`src/rtl/vga_line_fetcher_if.sv`:
```
// Port bundle of the line fetcher: DDR read handshake, frame control and pixel FIFO pop side.
// master = the surrounding logic (timing generator, DDR controller, pixel pipe); slave = the fetcher.
interface vga_line_fetcher_if;
  logic        frameStart;
  logic        read;
  logic [23:0] readAddress;
  logic        readAcknowledge;
  logic [15:0] readData;
  logic [15:0] pixelData;
  logic        pixelValid;
  logic        pixelRead;
  logic        frameDone;
  logic        underflow;

  modport master (
    output frameStart, readAcknowledge, readData, pixelRead,
    input  read, readAddress, pixelData, pixelValid, frameDone, underflow
  );

  modport slave (
    input  frameStart, readAcknowledge, readData, pixelRead,
    output read, readAddress, pixelData, pixelValid, frameDone, underflow
  );
endinterface

```
`src/rtl/vga_line_fetcher.sv`:
```
// Framebuffer read prefetcher: walks one frame of word addresses through a level
// request/acknowledge DDR read port and buffers the words in a FWFT FIFO.
//
// state      | meaning
// ST_IDLE    | no request outstanding; issue when active, FIFO has room and ack is low
// ST_REQ     | read held high with a stable address until the controller acknowledges
// ST_RELEASE | read dropped; waiting for the controller to drop its acknowledge
module vga_line_fetcher #(
  parameter logic [23:0] FRAME_BASE      = 24'h000000,
  parameter int unsigned FRAME_WORDS     = 307200,
  parameter int unsigned FIFO_DEPTH_LOG2 = 4
) (
  input logic               clk133_p,
  input logic               rst,
  vga_line_fetcher_if.slave bus
);

  localparam int unsigned DEPTH = 1 << FIFO_DEPTH_LOG2;
  localparam logic [23:0] LAST_ADDR = FRAME_BASE + 24'(FRAME_WORDS - 1);
  localparam logic [FIFO_DEPTH_LOG2:0] FULL_COUNT = (FIFO_DEPTH_LOG2 + 1)'(DEPTH);

  typedef enum logic [1:0] {
    ST_IDLE    = 2'd0,
    ST_REQ     = 2'd1,
    ST_RELEASE = 2'd2
  } state_t;

  state_t state, state_nxt;

  logic                       read_q;
  logic [23:0]                addr_q;
  logic                       active_q;
  logic                       discard_q;
  logic                       done_q;
  logic                       underflow_q;
  logic [15:0]                mem [DEPTH];
  logic [FIFO_DEPTH_LOG2-1:0] wr_ptr;
  logic [FIFO_DEPTH_LOG2-1:0] rd_ptr;
  logic [FIFO_DEPTH_LOG2:0]   count;

  logic issue;
  logic accept;
  logic push;
  logic pop;
  logic stale_req;

  // State register.
  always_ff @(posedge clk133_p or negedge rst) begin
    if (!rst) state <= ST_IDLE;
    else      state <= state_nxt;
  end

  // Next-state decode of the request/acknowledge handshake.
  always_comb begin
    state_nxt = state;
    case (state)
      ST_IDLE:    if (issue)                 state_nxt = ST_REQ;
      ST_REQ:     if (bus.readAcknowledge)   state_nxt = ST_RELEASE;
      ST_RELEASE: if (!bus.readAcknowledge)  state_nxt = ST_IDLE;
      default:                               state_nxt = ST_IDLE;
    endcase
  end

  // Handshake and FIFO strobes; a frame restart suppresses both push and pop.
  always_comb begin
    issue     = active_q && (count < FULL_COUNT) && !bus.readAcknowledge;
    accept    = (state == ST_REQ) && bus.readAcknowledge;
    push      = accept && !discard_q && !bus.frameStart;
    pop       = bus.pixelRead && (count != '0) && !bus.frameStart;
    stale_req = bus.frameStart && (state == ST_REQ) && !bus.readAcknowledge;
  end

  // read is registered so it rises on the edge that enters REQ and falls on the accepting edge.
  always_ff @(posedge clk133_p or negedge rst) begin
    if (!rst) read_q <= 1'b0;
    else      read_q <= (state_nxt == ST_REQ);
  end

  // Address walk. An unacknowledged request keeps its address; the restart is applied
  // when that request completes, so the controller never sees the address move under read.
  always_ff @(posedge clk133_p or negedge rst) begin
    if (!rst) begin
      addr_q <= FRAME_BASE;
    end else if (bus.frameStart) begin
      if (!stale_req) addr_q <= FRAME_BASE;
    end else if (accept) begin
      addr_q <= discard_q ? FRAME_BASE : addr_q + 24'd1;
    end
  end

  // Frame progress: active/done flags and the discard marker for a restarted request.
  always_ff @(posedge clk133_p or negedge rst) begin
    if (!rst) begin
      active_q  <= 1'b0;
      done_q    <= 1'b0;
      discard_q <= 1'b0;
    end else begin
      if (bus.frameStart) begin
        active_q <= 1'b1;
        done_q   <= 1'b0;
      end else if (push && (addr_q == LAST_ADDR)) begin
        active_q <= 1'b0;
        done_q   <= 1'b1;
      end
      if (stale_req)   discard_q <= 1'b1;
      else if (accept) discard_q <= 1'b0;
    end
  end

  // FIFO pointers and occupancy; a restart flushes everything.
  always_ff @(posedge clk133_p or negedge rst) begin
    if (!rst) begin
      wr_ptr <= '0;
      rd_ptr <= '0;
      count  <= '0;
    end else if (bus.frameStart) begin
      wr_ptr <= '0;
      rd_ptr <= '0;
      count  <= '0;
    end else begin
      if (push) wr_ptr <= wr_ptr + 1'b1;
      if (pop)  rd_ptr <= rd_ptr + 1'b1;
      case ({push, pop})
        2'b10:   count <= count + 1'b1;
        2'b01:   count <= count - 1'b1;
        default: count <= count;
      endcase
    end
  end

  // FIFO storage; contents need no reset since pixelValid gates them.
  always_ff @(posedge clk133_p) begin
    if (push) mem[wr_ptr] <= bus.readData;
  end

  // Sticky underflow on a pop attempt while empty.
  always_ff @(posedge clk133_p or negedge rst) begin
    if (!rst)                                  underflow_q <= 1'b0;
    else if (bus.frameStart)                   underflow_q <= 1'b0;
    else if (bus.pixelRead && (count == '0))   underflow_q <= 1'b1;
  end

  assign bus.read        = read_q;
  assign bus.readAddress = addr_q;
  assign bus.pixelData   = mem[rd_ptr];
  assign bus.pixelValid  = (count != '0);
  assign bus.frameDone   = done_q;
  assign bus.underflow   = underflow_q;

endmodule

```
`src/flat_wrapper.sv`:
```
// flat-port wrapper written by rule: the top's interface ports become plain ports
module vga_line_fetcher_flat 
#(
  parameter logic [23:0] FRAME_BASE      = 24'h000000,
  parameter int unsigned FRAME_WORDS     = 307200,
  parameter int unsigned FIFO_DEPTH_LOG2 = 4
)
  (clk133_p, rst, bus_frameStart, bus_readAcknowledge, bus_readData, bus_pixelRead, bus_read, bus_readAddress, bus_pixelData, bus_pixelValid, bus_frameDone, bus_underflow);
  vga_line_fetcher_if bus_i ();
  input logic clk133_p;
  input logic rst;
  input wire logic [$bits(bus_i.frameStart)-1:0] bus_frameStart;
  input wire logic [$bits(bus_i.readAcknowledge)-1:0] bus_readAcknowledge;
  input wire logic [$bits(bus_i.readData)-1:0] bus_readData;
  input wire logic [$bits(bus_i.pixelRead)-1:0] bus_pixelRead;
  output wire logic [$bits(bus_i.read)-1:0] bus_read;
  output wire logic [$bits(bus_i.readAddress)-1:0] bus_readAddress;
  output wire logic [$bits(bus_i.pixelData)-1:0] bus_pixelData;
  output wire logic [$bits(bus_i.pixelValid)-1:0] bus_pixelValid;
  output wire logic [$bits(bus_i.frameDone)-1:0] bus_frameDone;
  output wire logic [$bits(bus_i.underflow)-1:0] bus_underflow;
  assign bus_i.frameStart = bus_frameStart;
  assign bus_i.readAcknowledge = bus_readAcknowledge;
  assign bus_i.readData = bus_readData;
  assign bus_i.pixelRead = bus_pixelRead;
  assign bus_read = bus_i.read;
  assign bus_readAddress = bus_i.readAddress;
  assign bus_pixelData = bus_i.pixelData;
  assign bus_pixelValid = bus_i.pixelValid;
  assign bus_frameDone = bus_i.frameDone;
  assign bus_underflow = bus_i.underflow;
  vga_line_fetcher #(.FRAME_BASE(FRAME_BASE), .FRAME_WORDS(FRAME_WORDS), .FIFO_DEPTH_LOG2(FIFO_DEPTH_LOG2)) u_core (.clk133_p(clk133_p), .rst(rst), .bus(bus_i));
endmodule
```
`config.mk`:
```
export PLATFORM = sky130hd
export DESIGN_NAME = vga_line_fetcher_flat
export DESIGN_NICKNAME = d
export VERILOG_FILES = /design/src/rtl/vga_line_fetcher_if.sv /design/src/rtl/vga_line_fetcher.sv /design/src/flat_wrapper.sv
export SDC_FILE = /design/constraint.sdc
export NUM_CORES = 1
export LEC_CHECK = 0
export CAP_MARGIN = 0
export CORE_MARGIN = 2
export CORE_UTILIZATION = 60
export DETAILED_ROUTE_END_ITERATION = 8
export GPL_TIMING_DRIVEN = 1
export PLACE_DENSITY = 0.79
export SETUP_SLACK_MARGIN = 0.1
export SLEW_MARGIN = 20
export SYNTH_ARGS = -nofsm -noshare
export SYNTH_HDL_FRONTEND = slang
export SYNTH_SLANG_ARGS = --single-unit
export TNS_END_PERCENT = 10
```
`constraint.sdc`:
```
create_clock -name clk133_p -period 3.2 [get_ports clk133_p]
set_input_delay 0.64 -clock clk133_p [delete_from_list [all_inputs] [get_ports clk133_p]]
set_output_delay 0.64 -clock clk133_p [all_outputs]
set_load 0.005 [all_outputs]
```
# [Word level (Yosys, flattened, before mapping)]
# Memory sizes are Yosys's and may differ from the RTL's.
# Index checks and enable logic that the tools add are counted.
# W data, S select, Z words.
[classes] multipliers=0 bitwise=0 add_sub_neg=5 n_lt_le_gt_ge=1 mux=24 div_mod_pow=0 eq_ne=7 n_shift=0 n_reduce_logical=25
[ops] op="$mux W24" n=4
[ops] op="$add A24 B1 Y24 const B" n=1
[ops] op="$eq A24 B19 Y1 const B" n=1
[ops] op="$mux W4" n=4
[ops] op="$reduce_bool A2 Y1" n=6
[ops] op="$logic_and A1 B1 Y1" n=11
[ops] op="$mux W1" n=10
[ops] op="$pmux W5 S2" n=1
[ops] op="$add A4 B1 Y4 const B" n=2
[ops] op="$eq A2 B1 Y1 const B" n=3
[ops] op="$mux W2" n=3
[ops] op="$pmux W2 S3" n=1
[ops] op="$add A5 B1 Y5 const B" n=1
[ops] op="$logic_not A5 Y1" n=1
[ops] op="$lt A5 B5 Y1 const B" n=1
[ops] op="$mux W5" n=1
[ops] op="$reduce_bool A5 Y1" n=1
[ops] op="$sub A5 B1 Y5 const B" n=1
[ops] op="$eq A2 B2 Y1 const B" n=2
[ops] op="$logic_not A1 Y1" n=3
[ops] op="$reduce_bool A3 Y1" n=1
[ops] op="$logic_not A2 Y1" n=1
[ops] op="$ne A2 B2 Y1 const B" n=1
[ops] op="$reduce_and A2 Y1" n=1
[totals] elab_cells=73 ram_bits=256 latch_bits=0 in_bits=21 memories=1 reg_bits=44 rom_bits=0 output_inout_bits=44
[mem_list] memory="u_core.mem" words=16 width=16 read_ports=1 rd_ports_with_merged_regs=0 write_ports=1 line="vga_line_fetcher.sv:36" rtl="logic [15:0] mem [DEPTH];"

# [Logic depth before layout (Yosys ltp)]
[logic_depth] word_depth=7 mapped_depth=10 mapped_depth_nobuf=9

# [Least setup slack after synthesis]
# Ideal clock, no wire load.
[synth_timing] path_kind="input port to flip-flop" startpoint="input bus_readAcknowledge" endpoint="register u_core.count[2]" arrival_time_ns=2.590 setup_ns=0.078 stages=8 t_required_ns=3.122 n_path_buf=1 slack_ns=0.532 cell_sequence="nor4bb_1 -> buf_2 -> nor4b_1 -> xor2_1 -> ha_1 -> or4_2 -> a21o_1 -> a21oi_1"
[synth_between] elab_chain_len=6 elab_cells_between_ends=8 cone_classes="2 x eq/ne; 2 x mux; 4 x reduce/logical"
[synth_rtl] element="from (decl)" line="flat_wrapper.sv:13" rtl="input wire logic [$bits(bus_i.readAcknowledge)-1:0] bus_readAcknowledge;"
[synth_rtl] element="$logic_and A1 B1 Y1 (*)" line="vga_line_fetcher.sv:67" rtl="accept = (state == ST_REQ) && bus.readAcknowledge;"
[synth_rtl] element="$logic_and A1 B1 Y1 (*) (2 in a row)" line="vga_line_fetcher.sv:68" rtl="push = accept && !discard_q && !bus.frameStart;"
[synth_rtl] element="$eq A2 B1 Y1 or $eq A2 B2 Y1 (tied branches)" line="vga_line_fetcher.sv:123" rtl="case ({push, pop})"
[synth_rtl] element="$pmux W5 S2" line="vga_line_fetcher.sv:123"
[synth_rtl] element="$mux W5" line="vga_line_fetcher.sv:116" rtl="end else if (bus.frameStart) begin"
[synth_rtl] element="to (signal assigned)" line="vga_line_fetcher.sv:124" rtl="2'b10: count <= count + 1'b1;"
[synth_rtl] element="to (signal assigned)" line="vga_line_fetcher.sv:125" rtl="2'b01: count <= count - 1'b1;"
[synth_rtl] element="to (signal assigned)" line="vga_line_fetcher.sv:126" rtl="default: count <= count;"
[synth_rtl] element="to (decl)" line="vga_line_fetcher.sv:39" rtl="logic [FIFO_DEPTH_LOG2:0] count;"
# Every way passes the cells marked *; elsewhere a longest branch is shown, timed or not.
# A chain may end at the register's enable or synchronous reset.

# [Final worst setup path]
[layout_timing] startpoint="register u_core.rd_ptr[0]" endpoint="output bus_pixelData[9]"
[layout_between] elab_chain_len=1
[layout_rtl] element="from (decl)" line="vga_line_fetcher.sv:38" rtl="logic [FIFO_DEPTH_LOG2-1:0] rd_ptr;"
[layout_rtl] element="from (signal assigned)" line="vga_line_fetcher.sv:122" rtl="if (pop) rd_ptr <= rd_ptr + 1'b1;"
[layout_rtl] element="$mem_v2 Z16 W16"
[layout_rtl] element="to (decl)" line="flat_wrapper.sv:18" rtl="output wire logic [$bits(bus_i.pixelData)-1:0] bus_pixelData;"
# Every way passes these cells.

==> impl_metrics.py <==
metrics = {
    "logic_synthesis": {
        "netlist_instances": 767,
        "synth_seq_cells": 300,
        "synth_nets": 796,
        "synth.distinct_cells": 52,
        "ys.flop_type": "edfxtp_1",
        "synth-seq-area-share_pct": 71.3,
        "synth_edf_count": 256,
        "synth_warnings": 0,
        "synth_area_per_cell_sq_um": 16.1,
        "syn-cell-area_sq_um": 12300,
        "synthArstFlopShare_pct": 14.7,
    },
    "global_routing": {
        "grtUsageTotal_pct": 26.8,
        "grt_pass1_vias": 7683,
        "grt-ovfl-total": 0,
        "antenna_found_initial": 0,
        "grt_pass1_wl_microns": 44000,
        "grt_start_max_net_pins": 45,
    },
    "timing": {
        "tightest_slew_ns": 0.813,
        "rsz0062_at_grt": "true",
        "slew_headroom_pct": 45.4,
        "fin_worst_skew_ns": 0.0145,
        "layout_min_cycle_time_ns": 3.38,
        "hold_viol": 0,
        "max_freq_mhz": 296,
        "finalSetupViolCount": 6,
        "post-route-period-util_pct": 106,
        "tns_ns": -0.865,
        "worst_slack_ns": -0.182,
        "slew_violations": 0,
    },
    "cells_and_area": {
        "area_delta_synth_final_pct": 20.5,
        "layout_common_cells": "256 x edfxtp_1, 53 x clkdlybuf4s50_1, 51 x mux2i_1",
        "multi_input_area_sq_um": 3460,
        "mostFrequentLayoutCell": "edfxtp_1",
        "drive_gt1_share_pct": 20.2,
        "antenna_cells": 0,
        "finalNetCount": 909,
        "nFillCells": 1215,
        "fin_cells": 1171,
        "regArea_sq_um": 8790,
    },
    "critical_path": {
        "cp_slowest_cell": "clkdlybuf4s50_1",
        "cp_slowest_stage_delay_ns": 0.51,
        "crit_path_end_kind": "output port",
        "regToRegSetupSlack_ns": 0.33,
        "r2r_cells": 9,
        "worstSetupPathType": "flop to output port",
        "worstSetupStartpointType": "flop",
        "cp_cell_sequence": "buf_4 -> bufbuf_16 -> mux2i_1 -> a221oi_2 -> o21ai_0 -> nand2_1 -> clkdlybuf4s50_1",
        "reg2reg_to": "u_core.count[2]$_DFFE_PN0P_",
        "rr_startpoint": "u_core.count[1]$_DFFE_PN0P_",
        "critPathRequiredTime_ns": 2.56,
        "cp_max_fo": 13,
        "critPathArrivalTime_ns": 2.74,
    },
    "power_and_ir_drop": {
        "vdd_drop_max_mv": 0.726,
        "total_leakage_power_nw": 5.04,
        "pwr-share-comb_pct": 23.3,
        "switching_power_w": 0.00256,
        "power_frac_seq_pct": 44.3,
        "p_int_w": 0.00741,
        "clockPowerShare_pct": 32.4,
        "power_density_nw_per_um2": 672,
        "power.share.switching_pct": 25.7,
    },
    "placed_design": {
        "dp_cells": 1103,
        "place_congestion": 0.833,
        "hpwlAfterDp_microns": 16300,
        "numPortBuffers": 64,
    },
    "floorplanning": {
        "start_util_pct": 61.1,
        "die_w_microns": 147,
        "die_h_microns": 147,
        "row_count": 52,
        "ios": 65,
        "core_sq_um": 20200,
        "die_area_sq_um": 21700,
    },
    "routing": {
        "avgRoutedWirePerCell_microns": 24.4,
        "drtIter0Drc": 773,
        "first_pass_iters": 5,
        "remaining_drc_errors": 0,
        "ant_nets": 0,
        "dr_total_vias": 7487,
        "totalWireLength_microns": 28600,
        "vias_per_cell": 6.39,
    },
    "clock_network": {
        "cts_root_buffer": "clkbuf_16",
        "htreeDepth": 1,
        "clk_pin_slew_ns": 0.06,
        "cts_hold_buf": 0,
        "clk_latency_ns": 0.55,
        "cts.sinks": 300,
        "clockBufferDepth": 3,
        "cts_inserted_buffers": 29,
        "cts_tree": "built",
    },
    "run_status": {
        "run_status": "complete, but fails checks",
        "failed_checks": "negative setup slack",
    },
    "run": {
        "maxCapViolCount": 0,
    },
    "worst_hold_path": {
        "worstHoldPathType": "primary input to asynchronous set/reset pin",
    },
}
==> critical path: cells and delay by family (launching register included) <==
kind | cells | cell delay (ns)
AO/OA/AOI/OAI | 2 | 0.45
multiplexers | 1 | 0.15
buffers and inverters | 3 | 0.97
flip-flops | 1 | 0.49
AND/OR/NAND/NOR | 1 | 0.12
==> registers in the layout, summed over array words and instances, names as in the netlist <==
signal                  cells
u_core.bus.frameDone        1
u_core.count                5
u_core.state                2
u_core.discard_q            1
u_core.active_q             1
u_core.bus.readAddress     24
u_core.mem                256
u_core.bus.underflow        1
u_core.rd_ptr               4
u_core.wr_ptr               4
u_core.bus.read             1
==> worst max-delay path by stage <==
stage | from | to | slack, ns | cells after the start
after detailed placement | bus_readAcknowledge | u_core.count[2]$_DFFE_PN0P_ | 0.08 | 9
after floorplan | bus_readAcknowledge | u_core.count[2]$_DFFE_PN0P_ | 0.53 | 8
after CTS | u_core.rd_ptr[0]$_DFFE_PN0P_ | bus_pixelData[3] | -0.12 | 8
final | u_core.rd_ptr[0]$_DFFE_PN0P_ | bus_pixelData[9] | -0.18 | 7
after global routing | u_core.rd_ptr[0]$_DFFE_PN0P_ | bus_pixelData[3] | -0.26 | 8
after global placement | bus_readAcknowledge | u_core.count[2]$_DFFE_PN0P_ | 0.14 | 9
==> power by group through the flow <==
stage,Clock (W),Sequential (W),Combinational [W]
4_1_cts,0.00326,0.00441,0.00231
3_5_place_dp,0,0.00452,0.00190
6_report,0.00323,0.00442,0.00233
5_1_grt,0.00342,0.00442,0.00247
2_1_floorplan,0,0.00446,0.00134
3_3_place_gp,0,0.00452,0.00184
==> logic make-up (layout without fill, tap and decap cells) <==
kind of cell             count (synthesis)  count (layout)  share of synthesized area (%)
AO/OA/AOI/OAI                          150             150                           7.65
XOR/XNOR                                 9               9                          0.640
adder cells (fa/ha/maj)                  8               8                          0.813
buffers and inverters                   48             182                           1.62
flip-flops                             300             300                           71.3
multiplexers                           102             102                           11.7
AND/OR/NAND/NOR                        150             150                           6.22
==> synth_stat cells, drive strengths merged (11+ instances only) <==
| library cell | number | area share (%) |
|---|---|---|
| edfxtp | 256 | 62 |
| o21ai | 62 | 2.5 |
| mux2i | 52 | 4.2 |
| nand2 | 45 | 1.4 |
| dfrtp | 44 | 8.9 |
| mux4 | 32 | 5.9 |
| a21oi | 29 | 1.2 |
| nor2 | 29 | 0.88 |
| clkbuf | 27 | 0.82 |
| mux2 | 18 | 1.6 |
| a221oi | 16 | 1.1 |
| a22oi | 16 | 0.98 |
| and2 | 16 | 0.82 |
| nand4 | 13 | 0.66 |
| buf | 12 | 0.52 |
| nand3 | 11 | 0.45 |
==> final cells by class <==
type | count | area share, %
Inverter | 9 | 0.228
Timing Repair Buffer | 121 | 8.90
Clock inverter | 18 | 1.00
Multi-Input combinational cell | 419 | 23.3
Tap cell | 270 | 2.28
Sequential cell | 300 | 59.3
Clock buffer | 34 | 5.02
==> layer usage <==
metal	vias to the layer above	share of wire [%]	wire (microns)	GRT usage [%]
li1	3278	-	-	-
met5	-	0	0	0
met2	394	50	14300	44.9
met1	3754	39	11200	36.7
met3	61	8.6	2470	4.75
met4	0	2.3	653	8.03
==> per-stage QoR <==
stage	hold WS [ns]	cell area [sq um]	setup slack [ns]	util (%)	power [W]
2_1_floorplan	0.344	12300	0.532	-	0.00580
3_3_place_gp	0.470	13600	0.136	67.3	0.00635
3_5_place_dp	0.468	13600	0.0759	67.3	0.00643
4_1_cts	0.278	14800	-0.117	73.5	0.00998
5_1_grt	0.126	14800	-0.259	73.6	0.0103
6_report	0.0811	14800	-0.182	73.6	0.00997
==> what timing repair did <==
item	in CTS	in global routing
gates cloned	4	0
pin swaps	12	6
setup endpoints to repair	16	13
gates resized for setup	42	12
buffers inserted	12	0
Note: power is estimated with default switching activity, not from simulation.
